==> src/rtl/nn_pkg.sv <==
// rtl/nn_pkg.sv - shared constants, types and FSM encoding for the Layer 2 argmax stage
package nn_pkg;

    localparam int NUM_CLASSES   = 10;
    localparam int LOGIT_W       = 6;
    localparam int CLASS_IDX_W   = 4;
    localparam int MARGIN_THRESH = 2;

    typedef logic signed [LOGIT_W-1:0] logit_t;
    typedef logic [CLASS_IDX_W-1:0]    class_idx_t;

    // Most negative representable logit; seeds top2 so any real logit can displace it.
    localparam logit_t LOGIT_MIN = {1'b1, {(LOGIT_W-1){1'b0}}};

    typedef enum logic [1:0] {
        ST_IDLE   = 2'd0,
        ST_SCAN   = 2'd1,
        ST_FINISH = 2'd2,
        ST_HOLD   = 2'd3
    } state_t;

endpackage

==> src/rtl/layer2_argmax_if.sv <==
// rtl/layer2_argmax_if.sv - start/read-port/result bundle between Layer 2, argmax and display
// master: drives start and read_data (Layer 2 side), observes results.
// slave : the argmax stage; drives read_addr, busy, done and the result fields.
interface layer2_argmax_if;
    import nn_pkg::*;

    logic       start;
    class_idx_t read_addr;
    logit_t     read_data;
    logic       busy;
    logic       done;
    class_idx_t class_out;
    logit_t     top_logit;
    logic [LOGIT_W-1:0] margin;
    logic       low_conf;

    modport master (
        output start, read_data,
        input  read_addr, busy, done, class_out, top_logit, margin, low_conf
    );

    modport slave (
        input  start, read_data,
        output read_addr, busy, done, class_out, top_logit, margin, low_conf
    );

endinterface

==> src/rtl/layer2_argmax_top2_tracker.sv <==
// rtl/layer2_argmax_top2_tracker.sv - running top-1/top-2 logit tracker with winning index
// Ports: clk, rst_n (async active-low); valid/first/idx/d: one logit per cycle when valid,
// first restarts tracking; top1/top2/cls: registered running maximum, runner-up, and index of top1.
module layer2_argmax_top2_tracker
    import nn_pkg::*;
(
    input  logic       clk,
    input  logic       rst_n,
    input  logic       valid,
    input  logic       first,
    input  class_idx_t idx,
    input  logit_t     d,
    output logit_t     top1,
    output logit_t     top2,
    output class_idx_t cls
);

    always_ff @(posedge clk or negedge rst_n) begin
        if (!rst_n) begin
            top1 <= '0;
            top2 <= '0;
            cls  <= '0;
        end else if (valid) begin
            if (first) begin
                top1 <= d;
                top2 <= LOGIT_MIN;
                cls  <= '0;
            end else if (d > top1) begin
                // Strictly greater only: an equal later logit must not steal the win.
                top2 <= top1;
                top1 <= d;
                cls  <= idx;
            end else if (d > top2) begin
                top2 <= d;
            end
        end
    end

endmodule

==> src/rtl/layer2_argmax.sv <==
// rtl/layer2_argmax.sv - scans Layer 2 logits and reports class, top logit, margin, low-confidence
// Ports: clk, rst_n (async active-low); bus (slave): start level in, read_addr out / read_data in
// (combinational read), busy, done, class_out, top_logit, margin, low_conf out.
module layer2_argmax
    import nn_pkg::*;
#(
    parameter int MARGIN_THRESH_P = MARGIN_THRESH
) (
    input  logic           clk,
    input  logic           rst_n,
    layer2_argmax_if.slave bus
);

    localparam class_idx_t LAST_IDX = class_idx_t'(NUM_CLASSES - 1);

    state_t     state_q, state_d;
    class_idx_t idx_q;
    logit_t     top1, top2;
    class_idx_t cls;
    logic [LOGIT_W:0]   diff;
    logic [LOGIT_W-1:0] margin_next;

    always_ff @(posedge clk or negedge rst_n) begin
        if (!rst_n) begin
            state_q <= ST_IDLE;
        end else begin
            state_q <= state_d;
        end
    end

    // start is only looked at in IDLE (launch) and HOLD (release), so a level
    // held high yields exactly one scan.
    always_comb begin
        state_d = state_q;
        unique case (state_q)
            ST_IDLE:   if (bus.start) state_d = ST_SCAN;
            ST_SCAN:   if (idx_q == LAST_IDX) state_d = ST_FINISH;
            ST_FINISH: state_d = ST_HOLD;
            ST_HOLD:   if (!bus.start) state_d = ST_IDLE;
            default:   state_d = ST_IDLE;
        endcase
    end

    always_ff @(posedge clk or negedge rst_n) begin
        if (!rst_n) begin
            idx_q <= '0;
        end else if (state_q == ST_IDLE) begin
            idx_q <= '0;
        end else if (state_q == ST_SCAN && idx_q != LAST_IDX) begin
            idx_q <= idx_q + 1'b1;
        end
    end

    assign bus.read_addr = (state_q == ST_SCAN) ? idx_q : '0;
    assign bus.busy      = (state_q == ST_SCAN) || (state_q == ST_FINISH);
    assign bus.done      = (state_q == ST_HOLD);

    layer2_argmax_top2_tracker u_tracker (
        .clk   (clk),
        .rst_n (rst_n),
        .valid (state_q == ST_SCAN),
        .first (idx_q == '0),
        .idx   (idx_q),
        .d     (bus.read_data),
        .top1  (top1),
        .top2  (top2),
        .cls   (cls)
    );

    // One extra bit keeps top1 - top2 exact; the result is never negative and
    // never exceeds 2^LOGIT_W - 1, so the low bits are the unsigned margin.
    assign diff        = {top1[LOGIT_W-1], top1} - {top2[LOGIT_W-1], top2};
    assign margin_next = diff[LOGIT_W-1:0];

    always_ff @(posedge clk or negedge rst_n) begin
        if (!rst_n) begin
            bus.class_out <= '0;
            bus.top_logit <= '0;
            bus.margin    <= '0;
            bus.low_conf  <= 1'b0;
        end else if (state_q == ST_FINISH) begin
            bus.class_out <= cls;
            bus.top_logit <= top1;
            bus.margin    <= margin_next;
            bus.low_conf  <= (int'(margin_next) < MARGIN_THRESH_P);
        end
    end

endmodule

==> src/flat_wrapper.sv <==
// flat-port wrapper written by rule: the top's interface ports become plain ports
module layer2_argmax_flat import nn_pkg::*;
#(
    parameter int MARGIN_THRESH_P = MARGIN_THRESH
)
  (clk, rst_n, bus_start, bus_read_data, bus_read_addr, bus_busy, bus_done, bus_class_out, bus_top_logit, bus_margin, bus_low_conf);
  layer2_argmax_if bus_i ();
  input  logic clk;
  input  logic rst_n;
  input wire logic [$bits(bus_i.start)-1:0] bus_start;
  input wire logic [$bits(bus_i.read_data)-1:0] bus_read_data;
  output wire logic [$bits(bus_i.read_addr)-1:0] bus_read_addr;
  output wire logic [$bits(bus_i.busy)-1:0] bus_busy;
  output wire logic [$bits(bus_i.done)-1:0] bus_done;
  output wire logic [$bits(bus_i.class_out)-1:0] bus_class_out;
  output wire logic [$bits(bus_i.top_logit)-1:0] bus_top_logit;
  output wire logic [$bits(bus_i.margin)-1:0] bus_margin;
  output wire logic [$bits(bus_i.low_conf)-1:0] bus_low_conf;
  assign bus_i.start = bus_start;
  assign bus_i.read_data = bus_read_data;
  assign bus_read_addr = bus_i.read_addr;
  assign bus_busy = bus_i.busy;
  assign bus_done = bus_i.done;
  assign bus_class_out = bus_i.class_out;
  assign bus_top_logit = bus_i.top_logit;
  assign bus_margin = bus_i.margin;
  assign bus_low_conf = bus_i.low_conf;
  layer2_argmax #(.MARGIN_THRESH_P(MARGIN_THRESH_P)) u_core (.clk(clk), .rst_n(rst_n), .bus(bus_i));
endmodule
==> config.mk <==
export PLATFORM = sky130hd
export DESIGN_NAME = layer2_argmax_flat
export DESIGN_NICKNAME = d
export VERILOG_FILES = /design/src/rtl/nn_pkg.sv /design/src/rtl/layer2_argmax_if.sv /design/src/rtl/layer2_argmax_top2_tracker.sv /design/src/rtl/layer2_argmax.sv /design/src/flat_wrapper.sv
export SDC_FILE = /design/constraint.sdc
export NUM_CORES = 1
export LEC_CHECK = 0
export CAP_MARGIN = 20
export CORE_MARGIN = 10
export CORE_UTILIZATION = 40
export CTS_BUF_LIST = sky130_fd_sc_hd__clkbuf_4 sky130_fd_sc_hd__clkbuf_8
export DETAILED_ROUTE_END_ITERATION = 10
export GPL_ROUTABILITY_DRIVEN = 1
export HOLD_SLACK_MARGIN = 0.15
export PLACE_DENSITY = 0.75
export SETUP_SLACK_MARGIN = 0.2
export SYNTH_ARGS = -nofsm -noshare
export SYNTH_HDL_FRONTEND = slang
export SYNTH_SLANG_ARGS = --single-unit
==> constraint.sdc <==
create_clock -name clk -period 2.1 [get_ports clk]
set_input_delay 0.63 -clock clk [delete_from_list [all_inputs] [get_ports clk]]
set_output_delay 0.63 -clock clk [all_outputs]
set_load 0.03 [all_outputs]
==> results.rst, run 1 <==
.. list-table::
   :header-rows: 1

   * - Metric
     - Value
   * - Kind of critical path
     - reg -> reg
   * - Num ports
     - 32
   * - Sequential cell area in the final layout
     - 976 µm²
   * - Hpwl dp
     - 4450 µm
   * - DRC violations left
     - 0
   * - Outcome
     - completed
   * - Number of sinks on the clock net
     - 39
   * - Worst R2R Start
     - u_core.u_tracker.top1[1]
   * - Number of placed cells counting well taps
     - 359
   * - Worst Path Arrival
     - 2.33 ns
   * - Gate count of the mapped netlist
     - 229
   * - IR drop worst, VDD
     - 0.915 mV
   * - Routed length per instance
     - 17.2 µm
   * - Worst-case clock buffer depth
     - 2
   * - Endpoint of the worst-slack reg-to-reg timing path
     - u_core.u_tracker.top2[4]
   * - Antenna viol nets, final
     - 0
   * - Count of standard-cell rows
     - 27
   * - Startpoint class of the critical path
     - register
   * - Mapped cell area
     - 0.00233 mm²
   * - Warnings, synthesis
     - 0
   * - Summed negative setup slack over all endpoints
     - 0 ns
   * - Effective utilization at floorplan
     - 41.8%
   * - Fill cell total of the finished layout
     - 418
   * - Classification of the worst-slack hold path
     - in -> async
   * - Antenna violations before repair
     - 0
   * - Cell count along the critical path
     - 8
   * - Final std cells w/o fill
     - 391
   * - Total track usage
     - 14.6%
   * - Cell family with most CP delay
     - simple AND/OR/NAND/NOR gates
   * - Area overhead of the layout relative to synthesis
     - 59.0%
   * - Type of element capturing the critical path
     - register
   * - Die outline height
     - 96.3 µm
   * - Worst Reg2Reg Path Length in Cells
     - 8
   * - Floorplan die area
     - 0.00928 mm²
   * - Number of enable flip-flop cells after synthesis
     - 0
   * - Violation count after the first detailed-route iteration
     - 68
   * - Count of TritonRoute iterations in the first routing pass
     - 4
   * - Register-to-register setup slack
     - 0.007 ns
   * - Net count after synthesis
     - 263
   * - Multi-input logic area
     - 0.00168 mm²
   * - Final net count
     - 352
   * - Setup repair after global routing missed its margin
     - yes
   * - Placer Congestion
     - 0.887
   * - Total core area
     - 0.00557 mm²
   * - Critical path peak fanout
     - 6
   * - Async set-reset flop share out of synthesis
     - 100%
   * - Count of buffering cells on the critical path with inverters included
     - 1
   * - Final count of hold timing violations
     - 0
   * - Total congestion overflow
     - 0
   * - Slowest library cell on the worst path
     - or4_4
   * - Cts bufs inserted
     - 5
   * - Global-route wire length before repair
     - 10600 µm
   * - Final period demand of the worst path
     - 2.09 ns
   * - Delay of the slowest critical-path stage
     - 0.48 ns
   * - Distinct cell type count of the synthesized netlist
     - 42
   * - Master cell of the clock root buffer
     - clkbuf_8
   * - Largest net degree at the start of global routing
     - 22
   * - CTS tree
     - built
   * - Rel. slew slack
     - 58.9%
   * - Number of global-route vias before repair
     - 2168
   * - Power density over the cells
     - 1710 mW/mm²
   * - Number of antenna diodes
     - 0
   * - Final wirelength
     - 6720 µm
   * - Count of buffers from port buffering
     - 31
   * - Synth Area per Inst
     - 10.2 µm²
   * - Portion of the clock cycle consumed by the worst path in the final layout
     - 99.7%
   * - Register bit count reported by yosys
     - 39
   * - Critical path launch point
     - u_core.u_tracker.top1[1]
   * - Worst clock skew
     - 0.00924 ns
   * - Tightest Pin Transition
     - 0.616 ns
   * - Register area share after synthesis
     - 41.9%
   * - Clock network latency to the later pin of the worst-skew pair
     - 0.30 ns
   * - FMAX
     - 478 MHz
   * - Die X-Extent
     - 96.3 µm
   * - Setup violation total in the final timing report
     - 0
   * - Mean number of vias per cell
     - 5.22
   * - Maxcap violations
     - 0
   * - Slew Viols, Final
     - 0
   * - Total via count after detailed routing
     - 2042
   * - Layout cell share with drive strength beyond 1
     - 52.4%
   * - Clock transition time at the flip-flop clock pins of the worst setup and hold paths
     - 0.09 ns
   * - Number of H-tree levels
     - 2
   * - Primary flip-flop cell chosen by synthesis mapping
     - dfrtp_1
   * - Required time of the critical path
     - 2.34 ns
   * - Leak
     - 1.74 nW
   * - Power Total
     - 6.33 mW
   * - Critical-path cell list
     - inv_2, ha_4, nor2b_4, o21bai_4, and3_4, or4_4, a41oi_2, mux2_4
## timing repair
| action | CTS | global route |
|---|---|---|
| setup buffers | 16 | 8 |
| pin swaps | 27 | 18 |
| endpoints found under the setup margin | 42 | 24 |
| gates resized for setup | 121 | 42 |
| hold buffers | 0 | 0 |
| cloned | 0 | 0 |
## kinds of logic after synthesis
logic type      share of synthesized area (%)
buf+inv                                  5.42
xor+xnor                                 1.88
mux                                      10.9
compound gates                           12.3
fa+ha+maj                                13.7
flops                                    41.9
simple gates                             13.8
## layer usage
metal / vias to the layer above / part of all wire, % / global-route usage [%]
met5: - / 0 / 0
met4: 0 / 1.5 / 4.60
met3: 9 / 5.3 / 4.12
met2: 32 / 52 / 25.8
met1: 1016 / 42 / 16.7
li1: 985 / - / -
## report_power, final
part | internal (mW) | total [mW] | switching (mW) | leakage [nW]
clock | 0.246 | 0.531 | 0.285 | 0.0446
sequential | 1.05 | 1.24 | 0.185 | 0.495
combinational | 2.29 | 4.56 | 2.27 | 1.20
## synth_stat cells (4+ instances only)
cell type	n	area (µm²)
a21oi_1	7	35.0
and2_1	6	37.5
dfrtp_1	39	976
ha_1	24	300
inv_1	25	93.8
mux2_2	16	180
mux2i_1	4	40.0
nand2_1	23	86.3
nand3_1	8	40.0
nor2_1	10	37.5
nor3b_1	4	30.0
o21ai_0	14	70.1
## worst register-to-register path, stage by stage (launching register included)
cell and delay, ns:
dfrtp_1 0.40, inv_2 0.08, ha_4 0.27, nor2b_4 0.18
o21bai_4 0.09, and3_4 0.18, or4_4 0.48, a41oi_2 0.19
mux2_4 0.16
## worst max-delay path by stage
stage and to:
2_1_floorplan u_core.u_tracker.top2[2], 3_3_place_gp u_core.u_tracker.top2[2], 3_5_place_dp u_core.u_tracker.top2[2], 4_1_cts u_core.u_tracker.top2[2], 5_1_grt u_core.u_tracker.top2[4], 6_report u_core.u_tracker.top2[4]
## flip-flops by register name (all words and copies together), names as in the netlist
| register | count |
|---|---|
| u_core.idx_q | 4 |
| u_core.bus.class_out | 4 |
| u_core.state_q | 2 |
| u_core.u_tracker.top2 | 6 |
| u_core.bus.low_conf | 1 |
| u_core.u_tracker.top1 | 6 |
| u_core.bus.top_logit | 6 |
| u_core.u_tracker.cls | 4 |
| u_core.bus.margin | 6 |
## cells in the final DEF (no fill, tap or decap), types with 2 or more instances in the layout
cell type,instances
buf_4,42
dfrtp_1,39
buf_6,22
inv_1,17
dlygate4sd2_1,17
nand2_1,15
ha_1,13
mux2_2,12
ha_4,11
nor2_1,9
inv_2,8
mux2_4,7
o21ai_2,7
nand3_1,5
o21ai_1,5
clkbuf_8,5
and2_4,4
nand2_2,4
a21oi_1,4
nand2_4,4
nor3b_1,4
mux2i_1,4
buf_2,4
a21oi_2,3
or4_4,3
a31oi_1,3
a41oi_2,3
nor2_4,2
nor2b_4,2
a21o_1,2
nand3_2,2
and3_4,2
o21ai_0,2
xor2_1,2
xnor2_1,2
buf_12,2
## area by class of cell
type | instances | share of cell area [%]
clock buffer | 6 | 2.06
timing repair buffer | 88 | 21.1
clock inverter | 2 | 0.337
inverter | 25 | 2.53
multi-input combinational | 159 | 45.2
sequential | 39 | 26.3
tap | 72 | 2.43
## through the flow
stage | util, % | worst slack [ns] | area (µm²) | hold slack, ns
after floorplan | - | -0.304 | 2410 | 0.334
after global placement | 53.8 | -0.704 | 3000 | 0.474
after detailed placement | 53.8 | -0.775 | 3000 | 0.486
after CTS | 62.6 | 0.0364 | 3490 | 0.296
after global routing | 66.5 | -0.0526 | 3710 | 0.309
final | 66.5 | 0.00686 | 3710 | 0.287
Note: power is estimated with default switching activity, not from simulation.
==> run 2: changes to the inputs <==
--- a/config.mk
+++ b/config.mk
@@ -13,6 +13,7 @@
 export GPL_ROUTABILITY_DRIVEN = 1
 export HOLD_SLACK_MARGIN = 0.15
 export PLACE_DENSITY = 0.75
+export REMOVE_ABC_BUFFERS = 1
 export SETUP_SLACK_MARGIN = 0.2
 export SYNTH_ARGS = -nofsm -noshare
 export SYNTH_HDL_FRONTEND = slang
==> results.rst, run 2 (synthesis results as in run 1) <==
.. list-table::
   :header-rows: 1

   * - Metric
     - Value
   * - Outcome
     - complete, but fails checks
   * - Violated checks
     - negative setup slack
   * - Number of global-route vias before repair
     - 2124
   * - Critical path launch point
     - u_core.u_tracker.top1[5]
   * - Count of TritonRoute iterations in the first routing pass
     - 4
   * - Total congestion overflow
     - 0
   * - Number of placed cells counting well taps
     - 356
   * - Area overhead of the layout relative to synthesis
     - 59.0%
   * - Number of H-tree levels
     - 2
   * - Worst R2R Start
     - u_core.u_tracker.top1[5]
   * - Count of standard-cell rows
     - 27
   * - Worst-case clock buffer depth
     - 2
   * - Worst clock skew
     - 0.00564 ns
   * - Global-route wire length before repair
     - 10100 µm
   * - Antenna viol nets, final
     - 0
   * - Placer Congestion
     - 0.899
   * - Final std cells w/o fill
     - 390
   * - Final net count
     - 351
   * - Setup violation total in the final timing report
     - 1
   * - Layout cell share with drive strength beyond 1
     - 53.8%
   * - Total core area
     - 0.00557 mm²
   * - Count of buffers from port buffering
     - 31
   * - Critical path peak fanout
     - 6
   * - Number of antenna diodes
     - 0
   * - Register-to-register setup slack
     - -0.03 ns
   * - Maxcap violations
     - 0
   * - FMAX
     - 469 MHz
   * - Worst setup slack after placement
     - -0.758 ns
   * - CTS tree
     - built
   * - Minimum setup slack in the final design
     - -0.0322 ns
   * - Classification of the worst-slack hold path
     - in -> async
   * - Antenna violations before repair
     - 0
   * - Multi-input logic area
     - 0.00170 mm²
   * - Floorplan die area
     - 0.00928 mm²
   * - Required time of the critical path
     - 2.28 ns
   * - Routed length per instance
     - 18.8 µm
   * - Number of sinks on the clock net
     - 39
   * - Final worst hold slack
     - 0.264 ns
   * - Die outline height
     - 96.3 µm
   * - Power density over the cells
     - 1740 mW/mm²
   * - Master cell of the clock root buffer
     - clkbuf_8
   * - Rel. slew slack
     - 70.7%
   * - Final count of hold timing violations
     - 0
   * - Kind of critical path
     - reg -> reg
   * - Sequential cell area in the final layout
     - 978 µm²
   * - Slew Viols, Final
     - 0
   * - Largest net degree at the start of global routing
     - 21
   * - Clock network latency to the later pin of the worst-skew pair
     - 0.30 ns
   * - Total via count after detailed routing
     - 2115
   * - Fill cell total of the finished layout
     - 389
   * - Total track usage
     - 13.7%
   * - Type of element capturing the critical path
     - register
   * - Summed negative setup slack over all endpoints
     - -0.0322 ns
   * - DRC violations left
     - 0
   * - Top library cells by usage in the layout, fill and taps aside
     - buf_4 (42), dfrtp_1 (37), buf_6 (22), dlygate4sd2_1 (17), nand2_1 (16)
   * - Mean number of vias per cell
     - 5.42
   * - Cts bufs inserted
     - 5
   * - Clock transition time at the flip-flop clock pins of the worst setup and hold paths
     - 0.08 ns
   * - Worst Path Arrival
     - 2.32 ns
   * - Power Total
     - 6.44 mW
   * - Num ports
     - 32
   * - Portion of the clock cycle consumed by the worst path in the final layout
     - 102%
   * - Endpoint of the worst-slack reg-to-reg timing path
     - u_core.u_tracker.top2[5]
   * - Violation count after the first detailed-route iteration
     - 144
   * - Final period demand of the worst path
     - 2.13 ns
   * - Worst Reg2Reg Path Length in Cells
     - 9
   * - Setup repair after global routing missed its margin
     - yes
   * - IR drop worst, VDD
     - 1.16 mV
   * - Startpoint class of the critical path
     - register
   * - Die X-Extent
     - 96.3 µm
   * - Leak
     - 1.71 nW
   * - Final wirelength
     - 7310 µm
   * - Effective utilization at floorplan
     - 41.8%
   * - Critical path capture point
     - u_core.u_tracker.top2[5]
   * - Tightest Pin Transition
     - 0.439 ns
   * - Most common cell after layout, fill and taps aside
     - buf_4
   * - Hpwl dp
     - 4090 µm
run 2: cell count changes in the layout (fill, tap and decap cells not counted), sizes merged:
cell,before,now
buf,70,69
clkbuf,6,7
clkinvlp,1,0
run 2: worst min-delay path by stage:
stage / start / endpoint / slack [ns] / depth (start not counted)
2_1_floorplan: rst_n / u_core.bus.class_out[0] / 0.33 / 0
3_3_place_gp: u_core.bus.low_conf / u_core.bus.low_conf / 0.47 / 2
3_5_place_dp: u_core.bus.low_conf / u_core.bus.low_conf / 0.47 / 2
4_1_cts: rst_n / u_core.bus.margin[1] / 0.27 / 1
5_1_grt: rst_n / u_core.u_tracker.cls[2] / 0.28 / 1
6_report: rst_n / u_core.bus.top_logit[0] / 0.26 / 1
run 2: power by group:
part	switching, mW	total [mW]	internal (mW)
Clock	0.285	0.544	0.260
Combinational	2.34	4.63	2.29
Sequential	0.213	1.27	1.06
run 2: metrics by stage:
step	utilization (%)	instance area (µm²)
2_1_floorplan	-	2300
3_3_place_gp	52.1	2910
3_5_place_dp	52.1	2910
4_1_cts	60.2	3360
5_1_grt	66.5	3710
6_report	66.5	3710
run 2: layout make-up:
type | count | area share, %
clock buffers | 7 | 2.26
clock inverters | 1 | 0.135
inverters | 25 | 2.53
multi-input cells | 159 | 45.8
flip-flops and latches | 39 | 26.4
well taps | 72 | 2.43
repair buffers | 87 | 20.4
run 2: layer usage:
metal | vias up | share of wire (%) | global-route usage [%]
li1 | 978 | - | -
met1 | 1067 | 40 | 15.9
met2 | 54 | 52 | 23.7
met3 | 16 | 5.1 | 4.12
met4 | 0 | 2.8 | 4.60
met5 | - | 0 | 0
run 2: repair_timing:
item	4_1_cts	5_1_grt
pin swaps	23	29
setup endpoints to repair	40	24
setup buffers	11	14
hold buffers	0	0
cloned	0	1
gates resized for setup	115	64
run 2: worst max-delay path: stages (launching register included):
cell	delay, ns
dfrtp_1	0.38
inv_2	0.06
ha_4	0.29
nand4_4	0.11
o21bai_4	0.19
and3_4	0.17
buf_4	0.14
a21boi_4	0.18
mux2_4	0.33
a2bb2oi_1	0.15
==> run 3: changes to the inputs <==
--- a/config.mk
+++ b/config.mk
@@ -7,12 +7,12 @@
 export LEC_CHECK = 0
 export CAP_MARGIN = 20
 export CORE_MARGIN = 10
-export CORE_UTILIZATION = 40
+export CORE_UTILIZATION = 30
 export CTS_BUF_LIST = sky130_fd_sc_hd__clkbuf_4 sky130_fd_sc_hd__clkbuf_8
 export DETAILED_ROUTE_END_ITERATION = 10
 export GPL_ROUTABILITY_DRIVEN = 1
 export HOLD_SLACK_MARGIN = 0.15
-export PLACE_DENSITY = 0.75
+export PLACE_DENSITY = 0.62
 export REMOVE_ABC_BUFFERS = 1
 export SETUP_SLACK_MARGIN = 0.2
 export SYNTH_ARGS = -nofsm -noshare
==> results.rst, run 3 (synthesis results as in run 1) <==
.. list-table::
   :header-rows: 1

   * - Metric
     - Value
   * - Count of standard-cell rows
     - 32
   * - Routed length per instance
     - 15.3 µm
   * - Minimum setup slack in the final design
     - 0.0103 ns
   * - Clock network latency to the later pin of the worst-skew pair
     - 0.29 ns
   * - Clock transition time at the flip-flop clock pins of the worst setup and hold paths
     - 0.08 ns
   * - Fill cell total of the finished layout
     - 694
   * - Antenna viol nets, final
     - 0
   * - Rel. slew slack
     - 64.8%
   * - Number of global-route vias before repair
     - 2058
   * - Total congestion overflow
     - 0
   * - FMAX
     - 479 MHz
   * - Worst setup slack after placement
     - -0.757 ns
   * - Total track usage
     - 10.7%
   * - Sequential cell area in the final layout
     - 980 µm²
   * - Die outline height
     - 108 µm
   * - Number of sinks on the clock net
     - 39
   * - Critical path launch point
     - bus_read_data[5]
   * - Global-route wire length before repair
     - 10000 µm
   * - Type of element capturing the critical path
     - register
   * - Final worst hold slack
     - 0.387 ns
   * - Final count of hold timing violations
     - 0
   * - Required time of the critical path
     - 2.28 ns
   * - Setup repair after global routing missed its margin
     - yes
   * - Number of antenna diodes
     - 0
   * - Final wirelength
     - 6330 µm
   * - Final period demand of the worst path
     - 2.09 ns
   * - Setup violation total in the final timing report
     - 0
   * - Critical path peak fanout
     - 5
   * - Placed Area
     - 0.00297 mm²
   * - Portion of the clock cycle consumed by the worst path in the final layout
     - 99.5%
   * - Antenna violations before repair
     - 0
   * - Total via count after detailed routing
     - 1977
   * - IR drop worst, VDD
     - 0.577 mV
   * - Placer Congestion
     - 0.888
   * - Top library cells by usage in the layout, fill and taps aside
     - buf_4 (45), dfrtp_1 (36), nand2_1 (20), inv_1 (17), dlygate4sd2_1 (17)
   * - Total core area
     - 0.00765 mm²
   * - CTS tree
     - built
   * - Kind of critical path
     - in -> reg
   * - Most common cell after layout, fill and taps aside
     - buf_4
   * - Num ports
     - 32
   * - Mean number of vias per cell
     - 4.78
   * - Number of H-tree levels
     - 2
   * - Master cell of the clock root buffer
     - clkbuf_8
   * - Floorplan die area
     - 0.0117 mm²
   * - Worst clock skew
     - 0.00688 ns
   * - DRC violations left
     - 0
   * - Worst Reg2Reg Path Length in Cells
     - 9
   * - Layout cell share with drive strength beyond 1
     - 48.7%
   * - Worst R2R Start
     - u_core.u_tracker.top1[2]
   * - Slew Viols, Final
     - 0
   * - Worst Path Arrival
     - 2.27 ns
   * - # hold bufs at CTS
     - 0
   * - Fin area
     - 0.00361 mm²
   * - Leak
     - 1.65 nW
   * - Effective utilization at floorplan
     - 30.5%
   * - Classification of the worst-slack hold path
     - in -> async
   * - Hpwl dp
     - 4150 µm
   * - Critical path capture point
     - u_core.u_tracker.top2[2]
   * - Worst-case clock buffer depth
     - 2
   * - Register-to-register setup slack
     - 0.03 ns
   * - Largest net degree at the start of global routing
     - 40
   * - Startpoint class of the critical path
     - primary input
   * - Power density over the cells
     - 1680 mW/mm²
   * - Die X-Extent
     - 108 µm
   * - Count of buffers from port buffering
     - 31
   * - Tightest Pin Transition
     - 0.528 ns
   * - Area overhead of the layout relative to synthesis
     - 54.9%
   * - Cts bufs inserted
     - 5
   * - Count of TritonRoute iterations in the first routing pass
     - 4
   * - Maxcap violations
     - 0
   * - Violation count after the first detailed-route iteration
     - 48
   * - Final net count
     - 346
   * - Multi-input logic area
     - 0.00164 mm²
   * - Outcome
     - completed
   * - Endpoint of the worst-slack reg-to-reg timing path
     - u_core.u_tracker.top2[2]
==> run 3: stage by stage <==
| step | std cells | total power, mW | TNS (ns) | util (%) |
|---|---|---|---|---|
| 4_1_cts | 398 | 5.32 | 0 | 42.9 |
| 5_1_grt | 414 | 6.56 | -0.0944 | 47.2 |
| 6_report | 414 | 6.08 | 0 | 47.2 |
| 3_3_place_gp | 388 | 4.35 | -7.99 | 38.9 |
| 2_1_floorplan | 223 | 3.16 | -3.21 | - |
| 3_5_place_dp | 388 | 4.41 | -8.90 | 38.9 |
==> run 3: where the power goes <==
part | leakage [nW] | switching [mW] | internal, mW
Combinational | 1.11 | 2.13 | 2.16
Clock | 0.0470 | 0.267 | 0.258
Sequential | 0.492 | 0.199 | 1.06
Total | 1.65 | 2.60 | 3.48
==> run 3: worst min-delay path by stage <==
stage,start,end,slack [ns]
2_1_floorplan,rst_n,u_core.bus.class_out[0],0.33
3_3_place_gp,u_core.bus.low_conf,u_core.bus.low_conf,0.46
3_5_place_dp,u_core.u_tracker.top2[1],u_core.u_tracker.top2[1],0.48
4_1_cts,rst_n,u_core.bus.top_logit[4],0.41
5_1_grt,rst_n,u_core.u_tracker.top1[3],0.42
6_report,rst_n,u_core.bus.top_logit[3],0.39
==> run 3: layout make-up <==
type	instances	share of cell area (%)
clock buffers	6	2.29
well taps	102	3.53
repair buffers	82	19.0
inverters	25	2.60
multi-input cells	159	45.4
flip-flops and latches	39	27.1
clock inverters	1	0.139
==> run 3: repair_timing <==
action                     4_1_cts  5_1_grt
buffers inserted                 3       16
pin swaps                       13       18
setup endpoints to repair       42       24
gates resized for setup         85       55
==> run 3: critical path, cell delays in order <==
cell	delay, ns
buf_4	0.13
ha_4	0.29
nand4_4	0.10
buf_4	0.15
nor2_4	0.11
a21oi_4	0.05
o221a_4	0.29
nor2_4	0.20
mux2_4	0.32
==> run 3: per-layer routing <==
metal,global-route usage (%),vias up,part of all wire [%]
met4,2.67,0,1.0
met2,18.7,33,53
met5,0,-,0
li1,-,973,-
met1,12.4,962,41
met3,3.27,9,4.8
